<file path="src/rtl/main_ram_arbiter_pkg.sv">
// main_ram_arbiter_pkg: shared widths, port indices and one-hot grant encodings for the main RAM arbiter.
package main_ram_arbiter_pkg;
    localparam int ADDR_W = 15;
    localparam int DATA_W = 32;
    localparam int BSEL_W = DATA_W / 8;
    localparam int ARB_P0 = 0;
    localparam int ARB_P1 = 1;
    typedef enum logic [1:0] {
        GNT_NONE = 2'b00,
        GNT_P0   = 2'b01,
        GNT_P1   = 2'b10
    } grant_t;
endpackage

</file>
<file path="src/rtl/main_ram_arbiter_if.sv">
// main_ram_arbiter_if: both requester ports plus the RAM bus; slave is the arbiter view, master the requester/RAM view.
interface main_ram_arbiter_if;
    import main_ram_arbiter_pkg::*;
    logic              p0_strobe, p1_strobe;
    logic [ADDR_W-1:0] p0_addr, p1_addr;
    logic [DATA_W-1:0] p0_wrdata, p1_wrdata;
    logic [BSEL_W-1:0] p0_wrbytesel, p1_wrbytesel;
    logic              p0_write, p1_write;
    logic              p0_ack, p1_ack;
    logic [DATA_W-1:0] p0_rddata, p1_rddata;
    logic              p0_rdvalid, p1_rdvalid;
    logic [ADDR_W-1:0] bus_addr;
    logic [DATA_W-1:0] bus_wrdata;
    logic [BSEL_W-1:0] bus_wrbytesel;
    logic              bus_write;
    logic [DATA_W-1:0] bus_rddata;
    modport slave (
        input  p0_strobe, p0_addr, p0_wrdata, p0_wrbytesel, p0_write,
        input  p1_strobe, p1_addr, p1_wrdata, p1_wrbytesel, p1_write,
        output p0_ack, p0_rddata, p0_rdvalid, p1_ack, p1_rddata, p1_rdvalid,
        output bus_addr, bus_wrdata, bus_wrbytesel, bus_write,
        input  bus_rddata
    );
    modport master (
        output p0_strobe, p0_addr, p0_wrdata, p0_wrbytesel, p0_write,
        output p1_strobe, p1_addr, p1_wrdata, p1_wrbytesel, p1_write,
        input  p0_ack, p0_rddata, p0_rdvalid, p1_ack, p1_rddata, p1_rdvalid,
        input  bus_addr, bus_wrdata, bus_wrbytesel, bus_write,
        output bus_rddata
    );
endinterface

</file>
<file path="src/rtl/main_ram_arb_grant.sv">
// main_ram_arb_grant: strobes + last-grant pointer -> one-hot grant and pointer next-state.
// MAIN_RAM_ARB_RR_EN selects round-robin on conflict; otherwise port 0 has fixed priority.
module main_ram_arb_grant
    import main_ram_arbiter_pkg::*;
(
    input  logic [1:0] strobe,
    input  logic       ptr,
    output grant_t     grant,
    output logic       ptr_next
);
    always_comb begin
`ifdef MAIN_RAM_ARB_RR_EN
        grant = &strobe ? (ptr ? GNT_P0 : GNT_P1) : grant_t'(strobe);
`else
        grant = strobe[ARB_P0] ? GNT_P0 : strobe[ARB_P1] ? GNT_P1 : GNT_NONE;
`endif
        // pointer remembers the last granted port, uncontested grants included
        ptr_next = (grant == GNT_NONE) ? ptr : grant[ARB_P1];
    end
endmodule

</file>
<file path="src/rtl/main_ram_arbiter.sv">
// main_ram_arbiter: two-port arbiter in front of the main RAM; bus mux, 1-cycle read tag, ack/rdvalid.
// Build option MAIN_RAM_ARB_RR_EN enables round-robin conflict resolution (default: port 0 priority).
module main_ram_arbiter
    import main_ram_arbiter_pkg::*;
(
    input logic               clk,
    input logic               rst,
    main_ram_arbiter_if.slave arb
);
    grant_t     grant_raw;
    logic [1:0] grant, rd_tag;
    logic       ptr, ptr_next;

    main_ram_arb_grant u_grant (
        .strobe   ({arb.p1_strobe, arb.p0_strobe}),
        .ptr      (ptr),
        .grant    (grant_raw),
        .ptr_next (ptr_next)
    );

    assign grant = rst ? GNT_NONE : grant_raw;
    assign arb.p0_ack = grant[ARB_P0];
    assign arb.p1_ack = grant[ARB_P1];
    assign arb.bus_addr = grant[ARB_P1] ? arb.p1_addr : arb.p0_addr;
    assign arb.bus_wrdata = grant[ARB_P1] ? arb.p1_wrdata : arb.p0_wrdata;
    assign arb.bus_wrbytesel = grant[ARB_P1] ? arb.p1_wrbytesel : arb.p0_wrbytesel;
    assign arb.bus_write = grant[ARB_P1] ? arb.p1_write : grant[ARB_P0] & arb.p0_write;

    // reset parks the pointer on port 1 so port 0 wins the first conflict
    always_ff @(posedge clk or posedge rst) begin
        if (rst) begin
            rd_tag <= 2'b00;
            ptr    <= 1'b1;
        end else begin
            rd_tag <= grant & ~{arb.p1_write, arb.p0_write};
            ptr    <= ptr_next;
        end
    end

    assign arb.p0_rdvalid = rd_tag[ARB_P0];
    assign arb.p1_rdvalid = rd_tag[ARB_P1];
    assign arb.p0_rddata = arb.bus_rddata;
    assign arb.p1_rddata = arb.bus_rddata;
endmodule

</file>
<file path="src/flat_wrapper.sv">
// flat-port wrapper written by rule: the top's interface ports become plain ports
module main_ram_arbiter_flat import main_ram_arbiter_pkg::*;
  (clk, rst, arb_p0_strobe, arb_p0_addr, arb_p0_wrdata, arb_p0_wrbytesel, arb_p0_write, arb_p1_strobe, arb_p1_addr, arb_p1_wrdata, arb_p1_wrbytesel, arb_p1_write, arb_p0_ack, arb_p0_rddata, arb_p0_rdvalid, arb_p1_ack, arb_p1_rddata, arb_p1_rdvalid, arb_bus_addr, arb_bus_wrdata, arb_bus_wrbytesel, arb_bus_write, arb_bus_rddata);
  main_ram_arbiter_if arb_i ();
  input logic clk;
  input logic rst;
  input wire logic [$bits(arb_i.p0_strobe)-1:0] arb_p0_strobe;
  input wire logic [$bits(arb_i.p0_addr)-1:0] arb_p0_addr;
  input wire logic [$bits(arb_i.p0_wrdata)-1:0] arb_p0_wrdata;
  input wire logic [$bits(arb_i.p0_wrbytesel)-1:0] arb_p0_wrbytesel;
  input wire logic [$bits(arb_i.p0_write)-1:0] arb_p0_write;
  input wire logic [$bits(arb_i.p1_strobe)-1:0] arb_p1_strobe;
  input wire logic [$bits(arb_i.p1_addr)-1:0] arb_p1_addr;
  input wire logic [$bits(arb_i.p1_wrdata)-1:0] arb_p1_wrdata;
  input wire logic [$bits(arb_i.p1_wrbytesel)-1:0] arb_p1_wrbytesel;
  input wire logic [$bits(arb_i.p1_write)-1:0] arb_p1_write;
  output wire logic [$bits(arb_i.p0_ack)-1:0] arb_p0_ack;
  output wire logic [$bits(arb_i.p0_rddata)-1:0] arb_p0_rddata;
  output wire logic [$bits(arb_i.p0_rdvalid)-1:0] arb_p0_rdvalid;
  output wire logic [$bits(arb_i.p1_ack)-1:0] arb_p1_ack;
  output wire logic [$bits(arb_i.p1_rddata)-1:0] arb_p1_rddata;
  output wire logic [$bits(arb_i.p1_rdvalid)-1:0] arb_p1_rdvalid;
  output wire logic [$bits(arb_i.bus_addr)-1:0] arb_bus_addr;
  output wire logic [$bits(arb_i.bus_wrdata)-1:0] arb_bus_wrdata;
  output wire logic [$bits(arb_i.bus_wrbytesel)-1:0] arb_bus_wrbytesel;
  output wire logic [$bits(arb_i.bus_write)-1:0] arb_bus_write;
  input wire logic [$bits(arb_i.bus_rddata)-1:0] arb_bus_rddata;
  assign arb_i.p0_strobe = arb_p0_strobe;
  assign arb_i.p0_addr = arb_p0_addr;
  assign arb_i.p0_wrdata = arb_p0_wrdata;
  assign arb_i.p0_wrbytesel = arb_p0_wrbytesel;
  assign arb_i.p0_write = arb_p0_write;
  assign arb_i.p1_strobe = arb_p1_strobe;
  assign arb_i.p1_addr = arb_p1_addr;
  assign arb_i.p1_wrdata = arb_p1_wrdata;
  assign arb_i.p1_wrbytesel = arb_p1_wrbytesel;
  assign arb_i.p1_write = arb_p1_write;
  assign arb_p0_ack = arb_i.p0_ack;
  assign arb_p0_rddata = arb_i.p0_rddata;
  assign arb_p0_rdvalid = arb_i.p0_rdvalid;
  assign arb_p1_ack = arb_i.p1_ack;
  assign arb_p1_rddata = arb_i.p1_rddata;
  assign arb_p1_rdvalid = arb_i.p1_rdvalid;
  assign arb_bus_addr = arb_i.bus_addr;
  assign arb_bus_wrdata = arb_i.bus_wrdata;
  assign arb_bus_wrbytesel = arb_i.bus_wrbytesel;
  assign arb_bus_write = arb_i.bus_write;
  assign arb_i.bus_rddata = arb_bus_rddata;
  main_ram_arbiter u_core (.clk(clk), .rst(rst), .arb(arb_i));
endmodule
</file>
<file path="config.mk">
export PLATFORM = sky130hd
export DESIGN_NAME = main_ram_arbiter_flat
export DESIGN_NICKNAME = d
export VERILOG_FILES = /design/src/rtl/main_ram_arbiter_pkg.sv /design/src/rtl/main_ram_arbiter_if.sv /design/src/rtl/main_ram_arb_grant.sv /design/src/rtl/main_ram_arbiter.sv /design/src/flat_wrapper.sv
export SDC_FILE = /design/constraint.sdc
export NUM_CORES = 1
export LEC_CHECK = 0
export CORE_AREA = 4 4 99 101
export CTS_BUF_LIST = sky130_fd_sc_hd__clkbuf_2
export CTS_CLUSTER_DIAMETER = 60
export CTS_CLUSTER_SIZE = 16
export DETAILED_ROUTE_END_ITERATION = 7
export DIE_AREA = 0 0 103 105
export GPL_TIMING_DRIVEN = 0
export HOLD_SLACK_MARGIN = 0.1
export PLACE_DENSITY = 0.64
export SYNTH_ARGS = -nofsm -noshare
export SYNTH_HDL_FRONTEND = slang
export SYNTH_SLANG_ARGS = --single-unit
</file>
<file path="constraint.sdc">
create_clock -name clk -period 2.81 [get_ports clk]
set_input_delay 0.843 -clock clk [delete_from_list [all_inputs] [get_ports clk]]
set_output_delay 0.843 -clock clk [all_outputs]
set_load 0.05 [all_outputs]
</file>
# Word-level counts from Yosys, hierarchy flattened
# Index checks and enable logic that the tools add are counted.
# op_classes
muxes	7
n_bitwise	3
# ops
cell	n
$mux 32	1
$mux 15	1
$mux 2	3
$mux 4	1
$and 2x2->2	1
$not 2->2	1
$and 1x1->1	1
$mux 1	1
# word_totals
word_cells	11
out_inout_bits	120
ff_bits	2

# Depth between registers and ports, before layout
# depth
ltp_word	5
depth_mapped	4
depth_no_buf	2

# Modules after synthesis
# Synthesis repeated with hierarchy kept, for this count alone.
# hier_totals
cells_unflattened	136
area_unflattened_um2	1511.4
# modules_own_cells
module	instances	cells_each	seq_area_each_um2	area_per_inst_um2
main_ram_arbiter	1	133	76.3	1487.7
main_ram_arb_grant	1	3	0.0	23.8

# Worst setup path after synthesis
# OpenSTA, ideal clock, no wires.
# synth_timing
path_kind	input to output
startpoint	input arb_p0_strobe
endpoint	output arb_bus_addr[10]
path_buffers	2
arrival_time_ns	1.779
path_slack_ns	0.188
path_stages	4
required_time_ns	1.967
cell_sequence	nor3b_2 > buf_6 > buf_12 > mux2_4
# synth_between
elab_chain_len	3
# synth_rtl
element	line_no	text
start, declared	flat_wrapper.sv:7	input wire logic [$bits(arb_i.p0_strobe)-1:0] arb_p0_strobe;
$mux 2	main_ram_arb_grant.sv:15	grant = strobe[ARB_P0] ? GNT_P0 : strobe[ARB_P1] ? GNT_P1 : GNT_NONE;
$mux 2	main_ram_arbiter.sv:21	assign grant = rst ? GNT_NONE : grant_raw;
via arb_p1_ack	flat_wrapper.sv:20	output wire logic [$bits(arb_i.p1_ack)-1:0] arb_p1_ack;
$mux 15	main_ram_arbiter.sv:24	assign arb.bus_addr = grant[ARB_P1] ? arb.p1_addr : arb.p0_addr;
end, declared	flat_wrapper.sv:23	output wire logic [$bits(arb_i.bus_addr)-1:0] arb_bus_addr;
# The timed path passes the listed nets, and every way through them passes these cells.

# Worst setup path in the final report
# layout_timing
startpoint	input arb_p0_strobe
endpoint	output arb_bus_wrbytesel[0]
# layout_between
elab_chain_len	3
# layout_rtl
element	line_no	text
$mux 2	main_ram_arb_grant.sv:15	
$mux 2	main_ram_arbiter.sv:21	
$mux 4	main_ram_arbiter.sv:26	assign arb.bus_wrbytesel = grant[ARB_P1] ? arb.p1_wrbytesel : arb.p0_wrbytesel;
end, declared	flat_wrapper.sv:25	output wire logic [$bits(arb_i.bus_wrbytesel)-1:0] arb_bus_wrbytesel;
# No other way between the ends.

==> flow_metrics.tcl <==
set metrics [dict create \
    avgViaCountPerCell 3.739 \
    violations "setup timing" \
    cts_tree "yes" \
    ys_seq_area_share_pct 3.457 \
    cellLeakagePower_nw 1.880 \
    p_per_area_nw_per_um2 253.0 \
    antenna_found_initial 0 \
    p_seq_share_pct 2.9 \
    start_util_pct 16.05 \
    largest_reg_flops 2 \
    grt_max_degree 11 \
    cp_top_family "buffers and inverters" \
    synth.cell_area_um2 1448 \
    fillers 834 \
    critPathKind "in -> out" \
    hp-class "in -> async" \
    hold_violations 0 \
    synth.avg_cell_area_um2 11.05 \
    cts_hold_buf 0 \
    fin_cells 483 \
    clockBufferDepth 2 \
    cp_num_buf_inv 6 \
    rows 35 \
    largest_register "u_core.rd_tag" \
    ys_types 12 \
    placed_cell_area_um2 3859 \
    first_pass_iters 3 \
    drive_above_1_share_pct 51.61 \
    htree_levels 1 \
    layout.nets 514 \
    setup_viol 38 \
    p_switching_mw 0.5140 \
    grt_pass1_vias 1926 \
    start_kind "primary input" \
    clkPwrFrac_pct 4.2 \
    overflow 0 \
    swShare_pct 48.93 \
    die-area_um2 10820 \
    wirelength_um 6819 \
    dpl.cell_count 469 \
    final.period_utilization_pct 103.6 \
    min_period_ps 2911 \
    wl_per_cell_um 14.12 \
    postSynthCellCount 131 \
    io_pins 260 \
    cp_slowest_cell "mux2_4" \
    max-cap-violations 0 \
    regArea_um2 50.05 \
    endpoint_kind "primary output" \
    rsz0062_at_grt "yes" \
    setup_ws_ps -101.0 \
    cts_buffers 3 \
    dp_hpwl_um 6100 \
    required_ps 1970 \
    die_h_um 105 \
    grtUsageTotal_pct 11.08 \
    critPathMaxFanout 5 \
    fmaxAchievable_mhz 343.5 \
    cp.arrival_ps 2070 \
    synth_seq_cells 2 \
    place.gp.congestion 0.7443 \
    peakVddDrop_mv 0.1389 \
    multi_input_area_um2 805.8 \
    stdcell_area_um2 4151 \
    die_w_um 103 \
    run_status "complete, but fails checks" \
    path_clk_slew_ps 30 \
    clockRootBuffer "clkbuf_2" \
    crit_chain "buf_8, nor3b_2, buf_6, buf_12, buf_12, buf_12, mux2_4, buf_8" \
    drtIter0Drc 41 \
    io_buffers 227 \
    num_vias 1806 \
    slowest_delay_ps 300 \
    reg_top3 "u_core.rd_tag (2)" \
    drv_slew 0 \
    clkSinkCount 2 \
    final_antenna_net_count 0 \
    worstMarginPinSlew_ps 565.9 \
    route.detailed.drc 0 \
    p_int_mw 0.5365 \
    max_slew_margin_pct 62.16 \
    grt_pass1_wl_um 9480 \
    power.combinational.fraction_pct 92.9 \
    diodes 0 \
    synth_nets 271 \
    core_area_um2 9021 \
    yosys_warnings 0 \
    path_common_cell "buf_12" \
    syn2layout_area_growth_pct 186.8 \
]
==> synthesized netlist by cell type (all sizes together) <==
cell | instances | area share, %
a21oi | 1 | 0.35
buf | 70 | 41
dfrtp | 2 | 3.5
inv | 1 | 0.26
mux2 | 51 | 52
nand2 | 1 | 0.26
nand3b | 1 | 0.52
nor2b | 3 | 1.3
nor3b | 1 | 0.86
==> cell usage in the layout (no fill, tap or decap), types with 2 or more instances in the layout <==
cell type | Yosys | routed
mux2_4 | 48 | 49
dfrtp_1 | 2 | 2
buf_8 | 0 | 12
nor2b_1 | 3 | 3
buf_4 | 64 | 68
buf_12 | 5 | 7
mux2_2 | 3 | 2
clkdlybuf4s50_1 | 0 | 170
buf_2 | 0 | 2
buf_6 | 1 | 45
clkbuf_2 | 0 | 3
buf_16 | 0 | 2
==> repair_timing <==
action                                  in CTS  in global routing
gates cloned                                 3                  1
endpoints found under the setup margin      54                 50
pin swaps                                    1                  1
setup buffers                                9                  1
endpoints found under the hold margin        0                  0
resized for setup                          395                  8
==> power groups by stage <==
stage               Combinational, mW  Clock, mW  Sequential [mW]
floorplan                       0.568          0           0.0338
global placement                0.919          0           0.0304
detailed placement              0.925          0           0.0305
CTS                             0.985     0.0489           0.0302
global route                     1.01     0.0521           0.0303
finish                          0.976     0.0440           0.0302
==> per-layer routing <==
layer	wire, µm	GRT usage (%)	vias up	part of all wire [%]
li1	-	-	863	-
met2	4017	23.83	127	59
met4	76	2.960	0	1.1
met5	0	0	-	0
met1	1813	9.022	812	27
met3	912	3.271	4	13
==> stage by stage <==
stage | hold WS, ps | total power, mW | utilization (%) | worst slack, ps | setup TNS, ps
floorplan | 584.2 | 0.6021 | - | 188.3 | 0
CTS | 488.0 | 1.064 | 46.23 | -106.3 | -3511
global route | 489.7 | 1.093 | 46.02 | -128.5 | -3517
detailed placement | 1131 | 0.9559 | 42.77 | -1023 | -52550
global placement | 1109 | 0.9493 | 42.77 | -1025 | -52480
finish | 505.3 | 1.051 | 46.02 | -101.0 | -2184
==> worst paths after layout <==
| path | slack, ps | to | start | cells past startpoint |
|---|---|---|---|---|
| setup / recovery | -100 | arb_bus_wrbytesel[0] | arb_p0_strobe | 8 |
| hold / removal | 510 | u_core.rd_tag[1]$_DFF_PP0_ | rst | 2 |
| max in group asynchronous | 2190 | u_core.rd_tag[0]$_DFF_PP0_ | rst | 2 |
| min in group clk | 1040 | u_core.rd_tag[0]$_DFF_PP0_ | rst | 4 |
==> cell families (layout without fill, tap and decap cells) <==
logic type / after synthesis / count (layout) / synth area share [%]
AO/OA/AOI/OAI: 1 / 1 / 0.3454
buffers and inverters: 71 / 312 / 41.14
flip-flops: 2 / 2 / 3.457
multiplexers: 51 / 51 / 52.12
AND/OR/NAND/NOR: 6 / 6 / 2.939
==> area by class of cell <==
cell class / count / area share, %
repair buffers: 240 / 62.30
clock buffers: 3 / 0.3617
plain buffers: 68 / 13.29
flip-flops and latches: 2 / 1.206
well taps: 111 / 3.345
inverters: 1 / 0.09042
multi-input cells: 58 / 19.41
No activity file was read; power rests on OpenSTA's default activity.
